==> config.mk <==
export PLATFORM = sky130hd
export DESIGN_NAME = phys_free_list
export DESIGN_NICKNAME = d
export VERILOG_FILES = /design/src/rtl/phys_free_list_pkg.sv /design/src/rtl/phys_free_list_ptr.sv /design/src/rtl/phys_free_list.sv
export SDC_FILE = /design/constraint.sdc
export NUM_CORES = 1
export LEC_CHECK = 0
export CAP_MARGIN = 20
export CORE_MARGIN = 1.5
export CORE_UTILIZATION = 35
export DETAILED_ROUTE_END_ITERATION = 10
export PLACE_DENSITY = 0.47
export SLEW_MARGIN = 30
export SYNTH_ARGS = -nofsm -noshare
export SYNTH_HDL_FRONTEND = slang
export SYNTH_SLANG_ARGS = --single-unit
==> constraint.sdc <==
create_clock -name CLK -period 6.8 [get_ports CLK]
set_clock_uncertainty 0.1 [all_clocks]
set_input_delay 2.04 -clock CLK [delete_from_list [all_inputs] [get_ports CLK]]
set_output_delay 2.04 -clock CLK [all_outputs]
set_load 0.01 [all_outputs]
==> src/rtl/phys_free_list_pkg.sv <==
// Shared types and sizing for the physical-register free list.
// Optional duplicate-release checking is enabled with FREELIST_DUP_CHECK_EN.
package phys_free_list_pkg;

  localparam int PROJ_LOG_PHYS      = 6;
  localparam int PROJ_NUM_ARCH_REGS = 32;

  localparam int LOG_PHYS = PROJ_LOG_PHYS;
  localparam int NUM_PHYS = 1 << LOG_PHYS;
  localparam int NUM_ARCH = PROJ_NUM_ARCH_REGS;
  localparam int DEPTH    = NUM_PHYS - NUM_ARCH;
  localparam int PTR_W    = $clog2(DEPTH);
  localparam int CNT_W    = $clog2(DEPTH + 1);

  typedef logic [LOG_PHYS-1:0] phys_reg_t;
  typedef logic [PTR_W-1:0]    fl_ptr_t;
  typedef logic [CNT_W-1:0]    fl_cnt_t;

  typedef struct packed {
    logic underflow;
    logic overflow;
    logic dup;
  } fl_err_t;

  // Explicit compare against DEPTH-1 keeps non-power-of-2 depths legal.
  function automatic fl_ptr_t ptr_inc(input fl_ptr_t p);
    return (p == fl_ptr_t'(DEPTH - 1)) ? '0 : fl_ptr_t'(p + 1'b1);
  endfunction

endpackage

==> src/rtl/phys_free_list_ptr.sv <==
// Wrapping circular-buffer pointer with increment enable and parallel load.
// Load takes priority over increment; reset returns the pointer to slot 0.
module freelist_ptr
  import phys_free_list_pkg::*;
(
  input  logic               clk_i,
  input  logic               rst_i,
  input  logic               inc_i,
  input  logic               load_i,
  input  logic [PTR_W-1:0]   load_val_i,
  output logic [PTR_W-1:0]   ptr_o
);

  fl_ptr_t ptr_q, ptr_d;

  always_comb begin
    ptr_d = ptr_q;
    if (load_i) begin
      ptr_d = load_val_i;
    end else if (inc_i) begin
      ptr_d = ptr_inc(ptr_q);
    end
  end

  always_ff @(posedge clk_i) begin
    if (rst_i) begin
      ptr_q <= '0;
    end else begin
      ptr_q <= ptr_d;
    end
  end

  assign ptr_o = ptr_q;

endmodule

==> src/rtl/phys_free_list.sv <==
// Circular free list of physical register indices with a committed head for one-cycle flush recovery.
// Define FREELIST_DUP_CHECK_EN to drop and flag releases of registers already on the list.
module phys_free_list
  import phys_free_list_pkg::*;
(
  input  logic                CLK,
  input  logic                RESET,
  input  logic                Grabbed_regs,
  output logic [LOG_PHYS-1:0] Free_phys_reg,
  output logic                Free_reg_avail,
  input  logic                Retire_alloc_IN,
  input  logic                Release_valid_IN,
  input  logic [LOG_PHYS-1:0] Release_reg_IN,
  input  logic                Flush_IN,
  output logic [CNT_W-1:0]    Count_OUT,
  output logic                Underflow_err,
  output logic                Overflow_err,
  output logic                Dup_err
);

  phys_reg_t mem_q [DEPTH];
  fl_ptr_t   head, commit_head, commit_head_d, tail;
  fl_cnt_t   count_q, count_d, commit_count_q, commit_count_d;
  fl_err_t   err_q, err_d;
  logic      pop_ok, push_legal, push_ok, retire_ok, dup_hit;

  assign pop_ok     = Grabbed_regs && (count_q != '0) && !Flush_IN;
  assign retire_ok  = Retire_alloc_IN && (commit_count_q != '0);
  assign push_legal = Release_valid_IN && (Release_reg_IN != '0) &&
                      (commit_count_q != fl_cnt_t'(DEPTH));
  assign push_ok    = push_legal && !dup_hit;

  // Flush must see the commit head after this cycle's retire advance.
  assign commit_head_d = retire_ok ? ptr_inc(commit_head) : commit_head;

  freelist_ptr u_head (
    .clk_i      (CLK),
    .rst_i      (RESET),
    .inc_i      (pop_ok),
    .load_i     (Flush_IN),
    .load_val_i (commit_head_d),
    .ptr_o      (head)
  );

  freelist_ptr u_commit_head (
    .clk_i      (CLK),
    .rst_i      (RESET),
    .inc_i      (retire_ok),
    .load_i     (1'b0),
    .load_val_i ('0),
    .ptr_o      (commit_head)
  );

  freelist_ptr u_tail (
    .clk_i      (CLK),
    .rst_i      (RESET),
    .inc_i      (push_ok),
    .load_i     (1'b0),
    .load_val_i ('0),
    .ptr_o      (tail)
  );

  always_comb begin
    commit_count_d = commit_count_q + fl_cnt_t'(push_ok) - fl_cnt_t'(retire_ok);
    count_d        = count_q + fl_cnt_t'(push_ok) - fl_cnt_t'(pop_ok);
    if (Flush_IN) begin
      count_d = commit_count_d;
    end
    err_d           = '0;
    err_d.underflow = (Grabbed_regs && !Flush_IN && (count_q == '0)) ||
                      (Retire_alloc_IN && (commit_count_q == '0));
    err_d.overflow  = Release_valid_IN &&
                      ((Release_reg_IN == '0) || (commit_count_q == fl_cnt_t'(DEPTH)));
    err_d.dup       = dup_hit;
  end

  always_ff @(posedge CLK) begin
    if (RESET) begin
      count_q        <= fl_cnt_t'(DEPTH);
      commit_count_q <= fl_cnt_t'(DEPTH);
      err_q          <= '0;
    end else begin
      count_q        <= count_d;
      commit_count_q <= commit_count_d;
      err_q          <= err_d;
    end
  end

  always_ff @(posedge CLK) begin
    if (RESET) begin
      for (int i = 0; i < DEPTH; i++) begin
        mem_q[i] <= phys_reg_t'(NUM_ARCH + i);
      end
    end else if (push_ok) begin
      mem_q[tail] <= Release_reg_IN;
    end
  end

`ifdef FREELIST_DUP_CHECK_EN
  localparam logic [NUM_PHYS-1:0] IN_LIST_RST = {{DEPTH{1'b1}}, {NUM_ARCH{1'b0}}};

  logic [NUM_PHYS-1:0] in_list_q, in_list_d, commit_in_list_q, commit_in_list_d;

  assign dup_hit = push_legal && in_list_q[Release_reg_IN];

  // The committed vector tracks commit_head..tail; the speculative one tracks head..tail.
  always_comb begin
    commit_in_list_d = commit_in_list_q;
    in_list_d        = in_list_q;
    if (retire_ok) commit_in_list_d[mem_q[commit_head]] = 1'b0;
    if (push_ok)   commit_in_list_d[Release_reg_IN] = 1'b1;
    if (pop_ok)    in_list_d[Free_phys_reg] = 1'b0;
    if (push_ok)   in_list_d[Release_reg_IN] = 1'b1;
    if (Flush_IN)  in_list_d = commit_in_list_d;
  end

  always_ff @(posedge CLK) begin
    if (RESET) begin
      in_list_q        <= IN_LIST_RST;
      commit_in_list_q <= IN_LIST_RST;
    end else begin
      in_list_q        <= in_list_d;
      commit_in_list_q <= commit_in_list_d;
    end
  end
`else
  assign dup_hit = 1'b0;
`endif

  assign Free_phys_reg  = mem_q[head];
  assign Free_reg_avail = (count_q != '0);
  assign Count_OUT      = count_q;
  assign Underflow_err  = err_q.underflow;
  assign Overflow_err   = err_q.overflow;
  assign Dup_err        = err_q.dup;

endmodule

==> results of run 1 <==
==> cells in the final DEF (no fill, tap or decap), types with 26 or more instances in the layout <==
master / n
a21oi_1: 26
and2_1: 82
buf_4: 34
clkbuf_16: 26
dfxtp_1: 32
edfxtp_1: 192
ha_1: 26
mux2i_1: 53
nand2b_1: 92
nor3_1: 34
==> sequential cells by signal, summed over array words and instances, names as in the netlist, named ones only <==
register	count
Count_OUT	6
Overflow_err	1
Underflow_err	1
commit_count_q	6
mem_q	192
u_commit_head.ptr_o	5
u_head.ptr_o	5
u_tail.ptr_o	5
==> report_power, final <==
group,switching [W],total (W),internal [W]
combinational,0.000394,0.000708,0.000313
sequential,0.0000541,0.00162,0.00157
clock,0.000538,0.00125,0.000709
total,0.000986,0.00358,0.00259
==> layout make-up <==
class,count,area [sq um],area share
inverters,25,93.84,0.007426
multi-input cells,568,4333,0.3429
clock inverters,9,51.30,0.004059
repair buffers,60,510.5,0.04040
flip-flops and latches,226,6451,0.5105
clock buffers,35,694.4,0.05495
well taps,402,503.0,0.03980
==> cell families after synthesis <==
family                     synth area share
and+or+nand+nor                      0.1986
adders and majority gates           0.03291
xor gates and xnor gates           0.003156
buffers and inverters               0.02919
DFF                                  0.5806
AOI/OAI and AO/OA                   0.05882
muxes                               0.09646
other                             0.0003377
==> worst max-delay path: cells and delay by family, from the launching register on <==
family / cells / cell delay [ns]
buffers and inverters: 2 / 0.90
AOI/OAI and AO/OA: 2 / 0.72
DFF: 1 / 0.66
muxes: 1 / 0.53
and+or+nand+nor: 1 / 0.17
==> metal layers <==
layer	vias up	GRT usage	share of wire
met3	30	0.02117	0.028
met2	92	0.2760	0.48
met1	3213	0.2250	0.48
met5	-	0	0
li1	3233	-	-
met4	0	0.03567	0.021
==> synthesized netlist by cell type (5+ instances only) <==
master and number:
nand2b_1 92, mux4_2 24, and2_1 82, nand3_1 25, dfxtp_1 34, inv_1 25
nor2b_1 6, buf_2 12, nand2_1 21, a21oi_1 26, nor2_1 23, nor3_1 34
and3_1 7, clkbuf_1 33, a221oi_1 6, ha_1 26, a22o_1 6, edfxtp_1 192
mux2i_1 53, or2_1 11, or2b_1 24, o21ai_0 5, or2_2 24, a211oi_1 6
a22oi_1 15
==> through the flow <==
stage                       util  area, sq um  hold WS [ns]  power, W
after floorplan                -        11100        0.3898  0.002134
after global placement    0.3788        11890        0.4251  0.002369
after detailed placement  0.3788        11890        0.4263  0.002368
after CTS                 0.4026        12640        0.4358  0.003627
after global routing      0.4026        12640        0.4739  0.003770
final                     0.4026        12640        0.4417  0.003578
==> worst min path at each step <==
stage	slack [ns]	end	cells past startpoint
after floorplan	0.39	u_tail.ptr_o[1]$_SDFFE_PP0N_	2
after CTS	0.44	u_tail.ptr_o[1]$_SDFFE_PP0N_	2
after detailed placement	0.43	u_tail.ptr_o[1]$_SDFFE_PP0N_	2
after global placement	0.43	u_tail.ptr_o[0]$_SDFFE_PP0N_	2
after global routing	0.47	u_tail.ptr_o[1]$_SDFFE_PP0N_	2
final	0.44	u_tail.ptr_o[0]$_SDFFE_PP0N_	2
==> key figures, run 1 <==
Timing
  – Slew headroom: 0.3938
  – Setup_tns: 0 ns
  – Final slew viol count: 0
  – Fin crit share: 0.8308
  – Count of final hold-check violations: 0
  – RSZ-0062 raised after global routing: no
  – Final Worst Setup Slack: 1.151 ns
  – Minimum clock period: 5.649 ns
  – Worst slew pin tran: 0.9060 ns
  – Final setup viols: 0
  – Fmax: 177.0 MHz

Critical path
  – CP required: 4.66 ns
  – Arrival time worst endpoint: 3.51 ns
  – FF-to-FF Start: Count_OUT[2]$_SDFF_PP0_
  – Reg2Reg Depth: 15
  – WS Path Type: reg2out
  – Crit path capture: Free_phys_reg[2]
  – Reg2Reg Capture Point: Count_OUT[4]$_SDFF_PP0_
  – Max Fanout on Critical Path: 16
  – Startpoint types: flop
  – Crit-path slowest cell: dfxtp_2
  – Worst path cell trace: buf_4 > mux4_2 > a22o_1 > a221oi_1 > nand3_1 > clkdlybuf4s50_1
  – Crit path largest cell delay: 0.66 ns
  – Crit. End Element: output port
  – Reg2reg setup slack: 3.72 ns

Floorplan
  – Die width: 181.1 microns
  – Num rows: 65
  – I/O pin count: 28
  – Die ar.: 32800 sq um
  – Core box area: 31390 sq um
  – Die Height: 181.1 microns
  – Initial Util: 0.3537

Run status
  – Outcome: finished, final reports clean

Final layout
  – Area added between synthesis and finish: 13.82%
  – Layout Cells excl Fill: 1325
  – Share of cells above drive strength 1: 0.1387
  – Number of fill cells: 2955
  – Antenna fix cells: 0
  – # nets final: 947

Synthesis
  – Post-Syn Nets: 912
  – Synth Area per Inst: 12.73 sq um
  – Sequential share of the synthesized area: 0.5806
  – Area contributors post-synth: edfxtp_1, dfxtp_1, nand2b_1
  – Mapped Area: 11100 sq um
  – Yosys cell types: 62
  – Yosys warns: 0
  – Async S/R FF share, synth: 0
  – Register bit count reported by yosys: 226
  – Commonest register cell after synthesis: edfxtp_1
  – EDFF count, synth: 192
  – Post-synth top area share: 0.5193
  – Cells after Synth: 872
  – Largest area contributor in the netlist: edfxtp_1

Power
  – Power Dens Cells: 283.1 nW/um^2
  – Maximum VDD drop: 174.1 uV
  – Leakage: 3.951 nW

Drt
  – Detail Route Antenna Nets: 0
  – First-pass DRT Iterations: 5
  – DRC: 0
  – Post-Route WL: 26.29 mm
  – Routed WL per cell: 19.84 microns
  – Detailed-route via count: 6568
  – Vias per inst: 4.957
  – 1st-iter DRT viols: 397

Global routing
  – Largest net degree at the start of global routing: 57
  – Remaining Overflow, GRT: 0
  – First-pass GRT wire length: 41.21 mm
  – Antenna violations before repair: 0
  – Tot GR Track Use: 0.1636
  – Vias in the first global route: 6898

Clock network
  – CTS Buf Count: 26
  – Setup Fix Bufs, Post-CTS: 0
  – H-tree levels: 1
  – CTS tree: built
  – Post-CTS sizing: 0
  – CTS Sinks: 226
  – Clock transition at the registers of the reported paths: 0.06 ns
  – Clock root buffer: clkbuf_16
  – Worst-Skew Late Latency: 0.51 ns
  – Hold buffer count at cts: 0
  – CTS max path bufs: 3

Placed design
  – Number of I/O port buffers: 26
  – Placer congestion estimate: 0.7677
  – Dpl hpwl: 17.60 mm
  – Placed Cells: 1281
  – Pre-CTS setup slack: 0.9895 ns

Hold path
  – Hold Path Origin: u_tail.ptr_o[0]$_SDFFE_PP0N_
  – Hold crit path type: reg2reg

Job
  – Max-cap violations: 0
Note: power is estimated with default switching activity, not from simulation.
==> run 2, diff against run 1 <==
- PLACE_DENSITY: 0.47 -> 0.49
- clock period: 6.8 -> 4.9 ns (I/O delays scaled with it)
==> key figures, run 2 (synthesis gave the netlist of run 1 again) <==
Run status
  – Outcome: finished, final reports clean

Critical path
  – Arrival time worst endpoint: 3.16 ns (-0.35 ns)
  – WS Path Type: reg2out
  – Reg2Reg Depth: 15 (unchanged)
  – Max Fanout on Critical Path: 17 (+1)
  – Reg2Reg Capture Point: Count_OUT[4]$_SDFF_PP0_
  – Crit-path slowest cell: a221oi_1
  – FF-to-FF Start: Count_OUT[2]$_SDFF_PP0_
  – Startpoint types: flop
  – Crit. End Element: output port
  – Crit path largest cell delay: 0.55 ns (-0.11 ns)
  – Reg2reg setup slack: 1.82 ns (-1.90 ns)
  – Worst path cell trace: buf_4 > mux4_2 > a221oi_1 > nand3_1 > clkdlybuf4s50_1
  – CP required: 3.33 ns (-1.33 ns)

Global routing
  – Antenna violations before repair: 0 (unchanged)
  – Tot GR Track Use: 0.1603 (-0.003262)
  – Vias in the first global route: 6476 (-6.1%)
  – Remaining Overflow, GRT: 0 (unchanged)
  – Largest net degree at the start of global routing: 57 (unchanged)
  – First-pass GRT wire length: 39.91 mm (-3.1%)

Final layout
  – Share of cells above drive strength 1: 0.1301 (-0.008624)
  – Highest-count cells in the layout ignoring fill and taps: edfxtp_1, nand2b_1, and2_1, mux2i_1, nor3_1
  – Area added between synthesis and finish: 13.49%
  – Largest register FFs: 192 (unchanged)
  – # nets final: 934 (-1.4%)
  – Number of fill cells: 2931 (-0.81%)
  – Antenna fix cells: 0 (unchanged)
  – Reg with most FFs: mem_q
  – Design area: 12600 sq um (-0.29%)
  – Commonest non-fill, non-tap cell in the layout: edfxtp_1

Hold path
  – Hold Path Origin: u_tail.ptr_o[1]$_SDFFE_PP0N_
  – Worst Hold Depth: 2 (unchanged)
  – Hold crit path type: reg2reg
  – Min-Delay Endpoint: u_tail.ptr_o[1]$_SDFFE_PP0N_

Clock network
  – CTS max path bufs: 3 (unchanged)
  – Hold buffer count at cts: 0 (unchanged)
  – Clock root buffer: clkbuf_16
  – Clock transition at the registers of the reported paths: 0.06 ns (about the same)
  – Setup Fix Bufs, Post-CTS: 0 (unchanged)
  – CTS tree: built
  – H-tree levels: 1 (unchanged)
  – CTS Sinks: 226 (unchanged)
  – CTS Buf Count: 27 (+3.8%)
  – Worst-Skew Late Latency: 0.53 ns (+0.02 ns)

Placed design
  – Number of I/O port buffers: 26 (unchanged)
  – Pre-CTS setup slack: 0.2585 ns (-0.7311 ns)
  – Placed cell area: 11790 sq um (-0.88%)
  – Placer congestion estimate: 0.7764 (+1.1%)
  – Dpl hpwl: 17.38 mm (-1.3%)

Timing
  – Count of final hold-check violations: 0 (unchanged)
  – Fin crit share: 0.9662
  – Worst slew pin tran: 0.9199 ns (+0.01391 ns)
  – Setup_tns: 0 ns (unchanged)
  – Minimum clock period: 4.734 ns
  – Slew headroom: 0.3820 (-0.01176)
  – Final Worst Setup Slack: 0.1658 ns (-0.9847 ns)
  – Fmax: 211.2 MHz
  – Final slew viol count: 0 (unchanged)
  – Worst-case hold slack: 0.4335 ns (-0.008205 ns)
  – Final setup viols: 0 (unchanged)
  – RSZ-0062 raised after global routing: no

Drt
  – Detail Route Antenna Nets: 0 (unchanged)
  – Post-Route WL: 26.03 mm (-1.0%)
  – Vias per inst: 4.974 (+0.35%)
  – Detailed-route via count: 6551 (-0.26%)
  – Routed WL per cell: 19.76 microns (-0.40%)
  – DRC: 0 (unchanged)
  – First-pass DRT Iterations: 5 (unchanged)
  – 1st-iter DRT viols: 455 (+15%)

Floorplan
  – Die Height: 181.1 microns (unchanged)
  – Core box area: 31390 sq um (unchanged)
  – Num rows: 65 (unchanged)
  – Die width: 181.1 microns (unchanged)
  – I/O pin count: 28 (unchanged)
  – Die ar.: 32800 sq um (unchanged)
  – Initial Util: 0.3537 (unchanged)

Power
  – Maximum VDD drop: 267.6 uV (+54%)
  – Leakage: 3.895 nW (-1.4%)
  – Power Dens Cells: 403.7 nW/um^2 (+43%)

Job
  – Max-cap violations: 0 (unchanged)
==> run 2: cell count changes in the layout (fill, tap and decap cells not counted), sizes merged <==
cell and delta:
buf -14, clkinvlp +2, clkinv +2, inv +1, bufinv +1
==> run 2: worst max-delay path: cells and delay by family, from the launching register on <==
family	cells	cell delay (ns)
buf+inv	2	0.83
simple gates	1	0.18
compound gates	1	0.55
flops	1	0.53
mux	1	0.53
==> run 2: how the worst max path moves through the flow <==
| stage | from | endpoint | depth (start not counted) |
|---|---|---|---|
| after detailed placement | Release_reg_IN[5] | Count_OUT[4]$_SDFF_PP0_ | 12 |
| after global placement | Release_reg_IN[5] | Count_OUT[4]$_SDFF_PP0_ | 12 |
| final | flop | Free_phys_reg[5] | 5 |
| after global routing | flop | Free_phys_reg[1] | 5 |
| after CTS | flop | Free_phys_reg[1] | 5 |
| after floorplan | Release_reg_IN[5] | Count_OUT[4]$_SDFF_PP0_ | 12 |
==> run 2: power by group <==
part           switching, W  total (W)  internal, W
Clock              0.000788    0.00185      0.00106
Combinational      0.000544   0.000982     0.000438
Sequential        0.0000747    0.00225      0.00218
==> run 2: metrics by stage <==
step | cells | power [W] | util
5_1_grt | 1317 | 0.005343 | 0.4014
4_1_cts | 1317 | 0.005137 | 0.4012
3_3_place_gp | 1267 | 0.003286 | 0.3754
2_1_floorplan | 872 | 0.002961 | -
6_report | 1317 | 0.005087 | 0.4014
3_5_place_dp | 1267 | 0.003278 | 0.3754
==> run 2: final cells by class <==
| class | count | area (sq um) | area share |
|---|---|---|---|
| clock buffer | 35 | 705.7 | 0.05600 |
| clock inverter | 15 | 101.3 | 0.008043 |
| inverter | 25 | 93.84 | 0.007447 |
| multi-input combinational | 568 | 4338 | 0.3443 |
| sequential | 226 | 6454 | 0.5122 |
| tap | 402 | 503.0 | 0.03992 |
| timing repair buffer | 46 | 405.4 | 0.03217 |
==> run 2: per-layer routing <==
| metal | global-route usage | share of wire |
|---|---|---|
| met1 | 0.2354 | 0.49 |
| met2 | 0.2472 | 0.45 |
| met3 | 0.02520 | 0.047 |
| met4 | 0.04000 | 0.018 |
| met5 | 0 | 0 |
==> run 2: repair_timing <==
item	CTS	global route
hold endpoints to repair	0	0
resized for setup	1	0
setup endpoints to repair	4	0
==> run 3, diff against run 2 <==
- CORE_MARGIN: 1.5 -> 3
==> key figures, run 3 (synthesis gave the netlist of run 1 again) <==
Critical path
  – Delay-heaviest family, CP: buffers and inverters
  – CP Buf/Inv Count: 2 (unchanged)
  – Crit-path slowest cell: mux4_2
  – Reg2reg setup slack: 1.74 ns (-0.08 ns)
  – Arrival time worst endpoint: 3.12 ns (-0.04 ns)
  – Crit path largest cell delay: 0.57 ns (+0.02 ns)
  – Max Fanout on Critical Path: 17 (unchanged)
  – Reg2Reg Depth: 15 (unchanged)
  – WS Path Type: reg2out
  – Startpoint types: flop
  – CP required: 3.33 ns (about the same)
  – FF-to-FF Start: Count_OUT[2]$_SDFF_PP0_
  – Crit. End Element: output port
  – Worst path cell trace: buf_4 > mux4_2 > a221oi_1 > nand3_1 > clkdlybuf4s50_1
  – Reg2Reg Capture Point: Count_OUT[4]$_SDFF_PP0_

Final layout
  – Antenna fix cells: 0 (unchanged)
  – Commonest non-fill, non-tap cell in the layout: edfxtp_1
  – Share of cells above drive strength 1: 0.1281 (-0.001906)
  – Reg with most FFs: mem_q
  – Storage cell area: 6454 sq um (unchanged)
  – Area of the multi-input gates: 4338 sq um (unchanged)
  – Largest register FFs: 192 (unchanged)
  – Number of fill cells: 2893 (-1.3%)
  – Highest-count cells in the layout ignoring fill and taps: edfxtp_1, nand2b_1, and2_1, mux2i_1, nor3_1
  – Area added between synthesis and finish: 13.80%
  – Final core occ: 0.4088 (+0.007405)
  – # nets final: 934 (unchanged)

Floorplan
  – Die ar.: 33900 sq um (+3.3%)
  – Initial Util: 0.3592 (+0.005526)
  – I/O pin count: 28 (unchanged)
  – Die Height: 184.1 microns (+1.7%)
  – Die width: 184.1 microns (+1.7%)
  – Num rows: 64 (-1.5%)
  – Core box area: 30910 sq um (-1.5%)

Run status
  – Outcome: finished, final reports clean

Global routing
  – First-pass GRT wire length: 41.24 mm (+3.3%)
  – Largest net degree at the start of global routing: 57 (unchanged)
  – Vias in the first global route: 6563 (+1.3%)
  – Tot GR Track Use: 0.1608 (+0.0004789)
  – Remaining Overflow, GRT: 0 (unchanged)
  – Antenna violations before repair: 1 (+1)

Power
  – Leakage: 3.911 nW (+0.40%)
  – Power Dens Cells: 408.5 nW/um^2 (+1.2%)
  – Maximum VDD drop: 266.9 uV (-0.26%)
  – Total power: 0.005162 W (+1.5%)

Clock network
  – Post-CTS sizing: 1 (unchanged)
  – CTS Sinks: 226 (unchanged)
  – CTS tree: built
  – Setup Fix Bufs, Post-CTS: 0 (unchanged)
  – CTS Buf Count: 28 (+3.7%)
  – CTS max path bufs: 3 (unchanged)
  – Worst-Skew Late Latency: 0.53 ns (about the same)
  – Clock root buffer: clkbuf_16
  – H-tree levels: 1 (unchanged)
  – Hold buffer count at cts: 0 (unchanged)
  – Clock transition at the registers of the reported paths: 0.06 ns (about the same)

Timing
  – Count of final hold-check violations: 0 (unchanged)
  – Worst slew pin tran: 0.8472 ns (-0.07263 ns)
  – Minimum clock period: 4.690 ns (-0.04400 ns)
  – Final setup viols: 0 (unchanged)
  – Worst-case hold slack: 0.4255 ns (-0.008055 ns)
  – RSZ-0062 raised after global routing: no
  – Fin crit share: 0.9572 (-0.008979)
  – Fmax: 213.2 MHz (+0.94%)
  – Final slew viol count: 0 (unchanged)
  – Final Worst Setup Slack: 0.2098 ns (+0.04400 ns)
  – Setup_tns: 0 ns (unchanged)
  – Slew headroom: 0.4308 (+0.04879)

Drt
  – Routed wl met2: 11.91 mm (+2.5%)
  – Post-Route WL: 27.02 mm (+3.8%)
  – DR top layer: met4
  – Detail Route Antenna Nets: 0 (unchanged)
  – Vias per inst: 5.056 (+1.6%)
  – WL met3: 1.003 mm (-19%)
  – DRC: 0 (unchanged)
  – Routed WL per cell: 20.64 microns (+4.4%)
  – 1st-iter DRT viols: 435 (-4.4%)
  – First-pass DRT Iterations: 5 (unchanged)
  – Detailed-route via count: 6618 (+1.0%)
  – M1 WL: 13.56 mm (+6.6%)

Placed design
  – Dpl hpwl: 17.74 mm (+2.1%)
  – Pre-CTS setup slack: 0.2241 ns (-0.03442 ns)
  – Placer congestion estimate: 0.7510 (-3.3%)
  – Number of I/O port buffers: 26 (unchanged)

Hold path
  – Worst Hold Depth: 2 (unchanged)
  – Hold crit path type: reg2reg
  – Hold Path Origin: u_tail.ptr_o[1]$_SDFFE_PP0N_
  – Min-Delay Endpoint: u_tail.ptr_o[1]$_SDFFE_PP0N_

Job
  – Max-cap violations: 0 (unchanged)
[run 3: changes by cell type in the layout (fill, tap and decap cells not counted)]
cell	before	now
buf_12	0	1
buf_4	20	18
clkbuf_1	8	9
clkbuf_16	27	29
clkbuf_8	0	1
clkinv_1	6	5
clkinv_2	5	3
clkinvlp_4	2	1
inv_6	1	0
[run 3: how the worst max path moves through the flow]
stage | from | endpoint | slack, ns | depth (start not counted)
after global routing | flop | Free_phys_reg[3] | 0.04 | 5
final | flop | Free_phys_reg[5] | 0.21 | 5
after CTS | flop | Free_phys_reg[3] | 0.10 | 5
after global placement | Release_reg_IN[4] | Count_OUT[4]$_SDFF_PP0_ | 0.28 | 12
after detailed placement | Release_reg_IN[4] | Count_OUT[5]$_SDFF_PP1_ | 0.22 | 11
after floorplan | Release_reg_IN[5] | Count_OUT[4]$_SDFF_PP0_ | 0.81 | 12
[run 3: where the power goes]
group	switching [W]	internal (W)	leakage, nW
registers	0.0000745	0.00218	1.87
clock network	0.000766	0.00114	0.409
logic	0.000560	0.000444	1.63
[run 3: stage by stage]
step                      std cells  cell area (sq um)
after floorplan                 872              11100
after global placement         1260              11780
after detailed placement       1260              11780
after CTS                      1309              12630
after global routing           1309              12640
final                          1309              12640
[run 3: worst min-delay path, delay by kind of cell, from the launching register on]
| family | cells | cell delay [ns] |
|---|---|---|
| compound gates | 1 | 0.05 |
| flops | 1 | 0.35 |
| simple gates | 1 | 0.07 |
[run 3: metal layers]
layer / up-vias / global-route usage
li1: 3214 / -
met1: 3234 / 0.2454
met2: 133 / 0.2443
met3: 37 / 0.02191
met4: 0 / 0.03629
met5: - / 0
[run 3: layout make-up]
cell class	instances	area share
flip-flops and latches	226	0.5107
multi-input cells	568	0.3433
clock buffers	39	0.06119
well taps	396	0.03921
repair buffers	45	0.03248
inverters	25	0.007426
clock inverters	10	0.005644
